$ cat src/rtl/residue_arbiter_ctrl.sv
// Round-robin share of one serial MSB-first residue machine between two requesters; ack (LOAD) to res_valid = WIDTH+2 cycles.
// No queueing: requests seen only in IDLE, requester holds req/data until its ack pulse.
module residue_arbiter_ctrl #(
    parameter int WIDTH = 8,
    parameter int RES_W = 3
) (
    input  logic             clk,
    input  logic             reset,
    input  logic             req0,
    input  logic [WIDTH-1:0] data0,
    input  logic             req1,
    input  logic [WIDTH-1:0] data1,
    output logic             ack0,
    output logic             ack1,
    output logic             busy,
    output logic             res_valid,
    output logic [RES_W-1:0] res_data,
    output logic             res_id,
    output logic             mc_I,
    output logic             mc_reset,
    input  logic [RES_W-1:0] mc_mod
);

    localparam int CW = $clog2(WIDTH);

    typedef enum logic [1:0] {IDLE, LOAD, SHIFT, CAPT} state_t;

    state_t           state, state_n;
    logic [CW-1:0]    cnt, cnt_n;
    logic [WIDTH-1:0] word, word_n;
    logic             id, id_n;
    logic             last, last_n;
    logic             gnt_id;
    logic             ack0_n, ack1_n, busy_n, res_valid_n, res_id_n, mc_I_n, mc_reset_n;
    logic [RES_W-1:0] res_data_n;

    always_comb begin
        state_n     = state;
        cnt_n       = cnt;
        word_n      = word;
        id_n        = id;
        last_n      = last;
        gnt_id      = 1'b0;
        ack0_n      = 1'b0;
        ack1_n      = 1'b0;
        res_valid_n = 1'b0;
        res_data_n  = res_data;
        res_id_n    = res_id;
        mc_I_n      = 1'b0;
        mc_reset_n  = 1'b1;
        case (state)
            IDLE: begin
                if (req0 || req1) begin
                    // On a tie the side that was not served last wins.
                    gnt_id  = (req0 && req1) ? ~last : req1;
                    state_n = LOAD;
                    id_n    = gnt_id;
                    word_n  = gnt_id ? data1 : data0;
                    ack0_n  = ~gnt_id;
                    ack1_n  = gnt_id;
                    mc_I_n  = word_n[WIDTH-1];
                end
            end
            LOAD: begin
                state_n    = SHIFT;
                cnt_n      = '0;
                mc_reset_n = 1'b0;
                mc_I_n     = word[WIDTH-1];
            end
            SHIFT: begin
                if (cnt == CW'(WIDTH - 1)) begin
                    state_n = CAPT;
                end else begin
                    // Word shifts left so the next bit to present is always word[WIDTH-2].
                    cnt_n      = cnt + 1'b1;
                    word_n     = word << 1;
                    mc_reset_n = 1'b0;
                    mc_I_n     = word[WIDTH-2];
                end
            end
            CAPT: begin
                state_n     = IDLE;
                res_valid_n = 1'b1;
                res_data_n  = mc_mod;
                res_id_n    = id;
                last_n      = id;
            end
            default: state_n = IDLE;
        endcase
        busy_n = (state_n != IDLE);
    end

    always_ff @(posedge clk) begin
        if (reset) begin
            state     <= IDLE;
            cnt       <= '0;
            word      <= '0;
            id        <= 1'b0;
            last      <= 1'b1;
            ack0      <= 1'b0;
            ack1      <= 1'b0;
            busy      <= 1'b0;
            res_valid <= 1'b0;
            res_data  <= '0;
            res_id    <= 1'b0;
            mc_I      <= 1'b0;
            mc_reset  <= 1'b1;
        end else begin
            state     <= state_n;
            cnt       <= cnt_n;
            word      <= word_n;
            id        <= id_n;
            last      <= last_n;
            ack0      <= ack0_n;
            ack1      <= ack1_n;
            busy      <= busy_n;
            res_valid <= res_valid_n;
            res_data  <= res_data_n;
            res_id    <= res_id_n;
            mc_I      <= mc_I_n;
            mc_reset  <= mc_reset_n;
        end
    end

endmodule
$ cat config.mk
export PLATFORM = sky130hd
export DESIGN_NAME = residue_arbiter_ctrl
export DESIGN_NICKNAME = d
export VERILOG_FILES = /design/src/rtl/residue_arbiter_ctrl.sv
export SDC_FILE = /design/constraint.sdc
export NUM_CORES = 1
export LEC_CHECK = 0
export CAP_MARGIN = 40
export CORE_ASPECT_RATIO = 1.2
export CORE_MARGIN = 1
export CORE_UTILIZATION = 45
export DETAILED_ROUTE_END_ITERATION = 8
export PLACE_DENSITY = 0.8
export SYNTH_ARGS = -nofsm -noshare
export SYNTH_HDL_FRONTEND = slang
export SYNTH_SLANG_ARGS = --single-unit
$ cat constraint.sdc
create_clock -name clk -period 2.82 [get_ports clk]
set_input_delay 0.423 -clock clk [delete_from_list [all_inputs] [get_ports clk]]
set_output_delay 0.423 -clock clk [all_outputs]
set_load 0.02 [all_outputs]
=== After elaboration in Yosys (flattened, before gate mapping) ===
Index checks and enable logic that the tools add are counted.
W data, S select, Z words.

* Flip-flop bits (word level): 25
* Bits of input ports: 23
* Output and inout bits: 10
* Logic and storage cells: 50

* Add/subtract/negate cells: 1
* Eq/ne operators: 6
* Mux-type cells: 16
* Bitwise gates (word level): 4
* Reduce and logical (&&, ||, !) cells: 10

{| class="wikitable"
|+ Operators by type and width
! operator !! number
|-
| $mux W8 || 3
|-
| $pmux W8 S2 || 1
|-
| $pmux W2 S4 || 1
|-
| $pmux W3 S2 || 1
|-
| $reduce_bool A2 Y1 || 3
|-
| $mux W1 || 5
|-
| $eq A2 B2 Y1 const B || 2
|-
| $mux W2 || 2
|-
| $ne A2 B2 Y1 const B || 2
|-
| $not A1 Y1 || 4
|-
| $reduce_and A2 Y1 || 2
|-
| $add A3 B1 Y3 const B || 1
|-
| $eq A3 B3 Y1 const B || 1
|-
| $mux W3 || 1
|-
| $pmux W1 S3 || 1
|-
| $reduce_and A3 Y1 || 1
|-
| $reduce_or A3 Y1 || 1
|-
| $eq A2 B1 Y1 const B || 1
|-
| $logic_not A2 Y1 || 1
|-
| $pmux W1 S2 || 1
|-
| $logic_and A1 B1 Y1 || 1
|-
| $logic_or A1 B1 Y1 || 1
|}

=== Logic depth before layout (Yosys ltp) ===
* Depth in word-level cells: 5
* Gate-level depth with buffers: 7
* Gate-level depth less buffers: 5

=== Worst setup path before layout ===
No wires, ideal clock.

* Kind: register to register
* From: register state[0]
* To: register word[4]
* Library setup time: 101 ps
* Arrival time: 1697 ps
* Required time: 2719 ps
* Setup slack: 1022 ps
* Cell stages (with the launch flop): 8
* Path buffers: 2
* Clock period less this slack: 1798 ps
* Cell sequence: dfxtp_1 -> inv_1 -> ha_1 -> buf_2 -> and2_4 -> or3_1 -> clkbuf_2 -> o41ai_1

* Word-level cells in the longest chain between the ends: 3
* Elaborated cells between the ends (all ways): 7
* Those cells by class: eq/ne: 3; mux: 1; reduce/logical: 3

{| class="wikitable"
|+ RTL lines
! what !! line !! RTL
|-
| from (decl) || 28 || <nowiki>state_t state, state_n;</nowiki>
|-
| from (signal assigned) || 109 || <nowiki>state <= state_n;</nowiki>
|-
| $eq A2 B2 Y1 / $logic_not A2 Y1 (equally long branches) || 51 || <nowiki>case (state)</nowiki>
|-
| $ne A2 B2 Y1 (no line) / $reduce_bool A2 Y1 (equally long branches) || - ||
|-
| $reduce_and A3 Y1 (no line) || - ||
|-
| to (signal assigned) || 111 || <nowiki>word <= word_n;</nowiki>
|-
| to (decl) || 30 || <nowiki>logic [WIDTH-1:0] word, word_n;</nowiki>
|}

Several ways; a longest one is shown, not always the timed one.
A chain may end at the register's enable or synchronous reset.

=== Worst setup path after layout ===
* From: register state[0]
* To: register word[6]

The elaborated chain is that of the path after synthesis.

==> metrics.txt <==
worst clock skew 2.62 ps; Pwr Density 565 mW/mm^2; Longest Clk Path Bufs 2; ANT nets after route 0; total power 0.898 mW; register area share after synthesis 40.6%; fill count 227; max cap viols 0; Hold Slack 491 ps; met1 Usage GRT 24.8%; vias in the first global route 1105; Root Driver clkbuf_4; Post-DP Area 0.00156 mm^2; worst slew pin tran 606 ps; first-pass GRT wire length 4.86 mm; drt drc 0; GP Congestion 0.814; first drt pass iteration count 4; Max IR drop VDD 0.000379 V; # rows 20; Crit Path Class flip-flop to flip-flop; CP Max Fanout 20; met3 GRT Util 3.85%; Unique masters post-synth 35; die area 0.00295 mm^2; syn_nets 164; core area 0.00258 mm^2; DP HPWL 2.17 mm; drt initial violations 14; Final Cell Area 0.00159 mm^2; Setup Viol. Count Final 0; placed cell count 190; Hold Crit Class flip-flop to flip-flop; Highest Clock Rate 445 MHz; area delta synth->final 28.9%; CTS resizes 0; initial antenna violation count 0; RR Startpoint state[0]$_SDFF_PP0_; n_diodes 0; initial core utilization 47.8%; die height 59.3 um; syn_area_per_cell 9.20 um^2; Slew HR 59.6%; Clock Sinks 25; H-Tree Depth 1; CP arrival 2460 ps; final hold viol count 0; setup repair after global routing missed its margin false; WL per Instance 15.2 um; Post-CTS Setup Inserts 0; startpoint types flip-flop; status complete, no violations; grt peak-use layer met2; FF+latch count, synth 25; vias 1132; CTS tree built; data required time of the worst path 3040 ps; total gr overflow 0; Post-Synthesis Cells 134; post-route insts no fill 194; largest net degree at the start of global routing 21; fin crit share 79.6%; Reg clk slew, reported paths 130 ps; wirelength, routed 2.95 mm; CTS Buf Count 3; Synth Cell Area 0.00123 mm^2; Leak 0.597 nW; Nets 192; origin of the worst min-delay path id$_SDFFE_PP0N_; die width 49.8 um; Ys Warns 0; CP Launch Point state[0]$_SDFF_PP0_; setup TNS 0 ps; met2 GRT Util 38.2%; Post-CTS Hold Buffers 0; Crit. End Element flip-flop; share of cells above drive strength 1 4.35%; GRT Total Usage 21.5%; number of port buffers 32; # IOs 33; vias per cell 5.84; latest clock arrival within the worst-skew pair 320 ps; final worst path period need 2250 ps; fin. max-slew vios 0
==> state kept, by name, summed over array words and instances (netlist names) <==
register   count
last           1
mc_reset       1
res_valid      1
word           8
state          2
ack1           1
res_data       3
mc_I           1
ack0           1
id             1
cnt            3
busy           1
res_id         1
==> cells in the final DEF, fill, tap and decap left out, types with 2 or more instances in the layout <==
cell type	instances
o311ai_0	6
ha_1	7
a21oi_1	4
a221oi_1	6
dfxtp_1	25
or4_1	2
inv_1	5
mux2i_1	6
nand2_1	7
o31ai_1	2
and2_1	6
a22oi_1	2
o41ai_1	5
nor3_1	3
or3_1	2
nor2_1	10
o21ai_0	5
nor2b_1	7
clkbuf_4	3
clkdlybuf4s50_1	32
o32ai_1	2
==> report_power, final <==
group	leakage (nW)	switching, mW	internal, mW	total (mW)
Sequential	0.205	0.0317	0.407	0.439
Clock	0.0177	0.106	0.0532	0.159
Combinational	0.374	0.163	0.137	0.300
Total	0.597	0.301	0.598	0.898
==> stage by stage <==
stage / utilization [%] / worst slack [ps]
after floorplan: - / 1020
after global placement: 60.6 / 608
after global routing: 61.7 / 369
after CTS: 61.7 / 557
after detailed placement: 60.6 / 493
final: 61.7 / 575
==> per-layer routing <==
layer	share of wire (%)	up-vias
li1	-	551
met1	40	522
met2	51	50
met3	6.0	9
met4	2.4	0
met5	0	-
==> critical path, stage by stage, from the launching register on <==
cell and delay, ps:
dfxtp_1 370, inv_1 110, ha_1 550, nor2_1 270
or3_1 470, o41ai_1 360
==> worst paths after layout <==
check,end,slack [ps],cells after the start
setup reg to reg,word[6]$_SDFFE_PP0P_,570,5
hold reg to reg,id$_SDFFE_PP0N_,490,2
hold / removal,id$_SDFFE_PP0N_,490,2
setup / recovery,word[6]$_SDFFE_PP0P_,570,5
==> cell families (layout without fill, tap and decap cells) <==
| kind of cell | after synthesis | after routing | share of synthesized area [%] |
|---|---|---|---|
| AO/OA/AOI/OAI | 38 | 38 | 23.6 |
| adder cells (fa/ha/maj) | 7 | 7 | 7.11 |
| buffers and inverters | 15 | 42 | 4.77 |
| flip-flops | 25 | 25 | 40.6 |
| multiplexers | 6 | 6 | 4.87 |
| AND/OR/NAND/NOR | 43 | 43 | 19.1 |
==> layout make-up <==
class                      instances  area, um^2  area share, %
clock buffer                       3        22.5           1.42
multi-input combinational         94         673           42.4
tap                               33        41.3           2.60
clock inverter                     1        5.00          0.315
timing repair buffer              33         328           20.6
inverter                           5        18.8           1.18
sequential                        25         500           31.5
==> synth_stat cells <==
master / instances / area share [%]
a21oi_1: 4 / 1.6
and2_1: 6 / 3.0
o221ai_1: 1 / 0.71
o41ai_1: 5 / 3.6
o31ai_1: 2 / 1.2
clkbuf_2: 1 / 0.41
nor3b_1: 1 / 0.61
nand3b_1: 1 / 0.61
buf_2: 1 / 0.41
a21boi_0: 1 / 0.61
nor3b_2: 1 / 1.0
or4_1: 2 / 1.2
dfxtp_1: 25 / 41
or3_1: 2 / 1.0
a22oi_1: 2 / 1.2
o21ai_0: 5 / 2.0
nand2b_1: 1 / 0.51
nor2_1: 10 / 3.0
o21a_1: 1 / 0.61
o32ai_1: 2 / 1.4
a21bo_1: 1 / 0.81
mux2i_1: 6 / 4.9
clkbuf_1: 7 / 2.1
nor2b_1: 7 / 3.6
nand2_1: 7 / 2.1
a211oi_1: 1 / 0.61
inv_1: 5 / 1.5
nand3_1: 1 / 0.41
nor3_1: 3 / 1.2
a21o_1: 1 / 0.61
o311ai_0: 6 / 4.3
and2_4: 1 / 0.71
ha_1: 7 / 7.1
buf_1: 1 / 0.30
a221oi_1: 6 / 4.3
(Power assumes the default switching activity.)
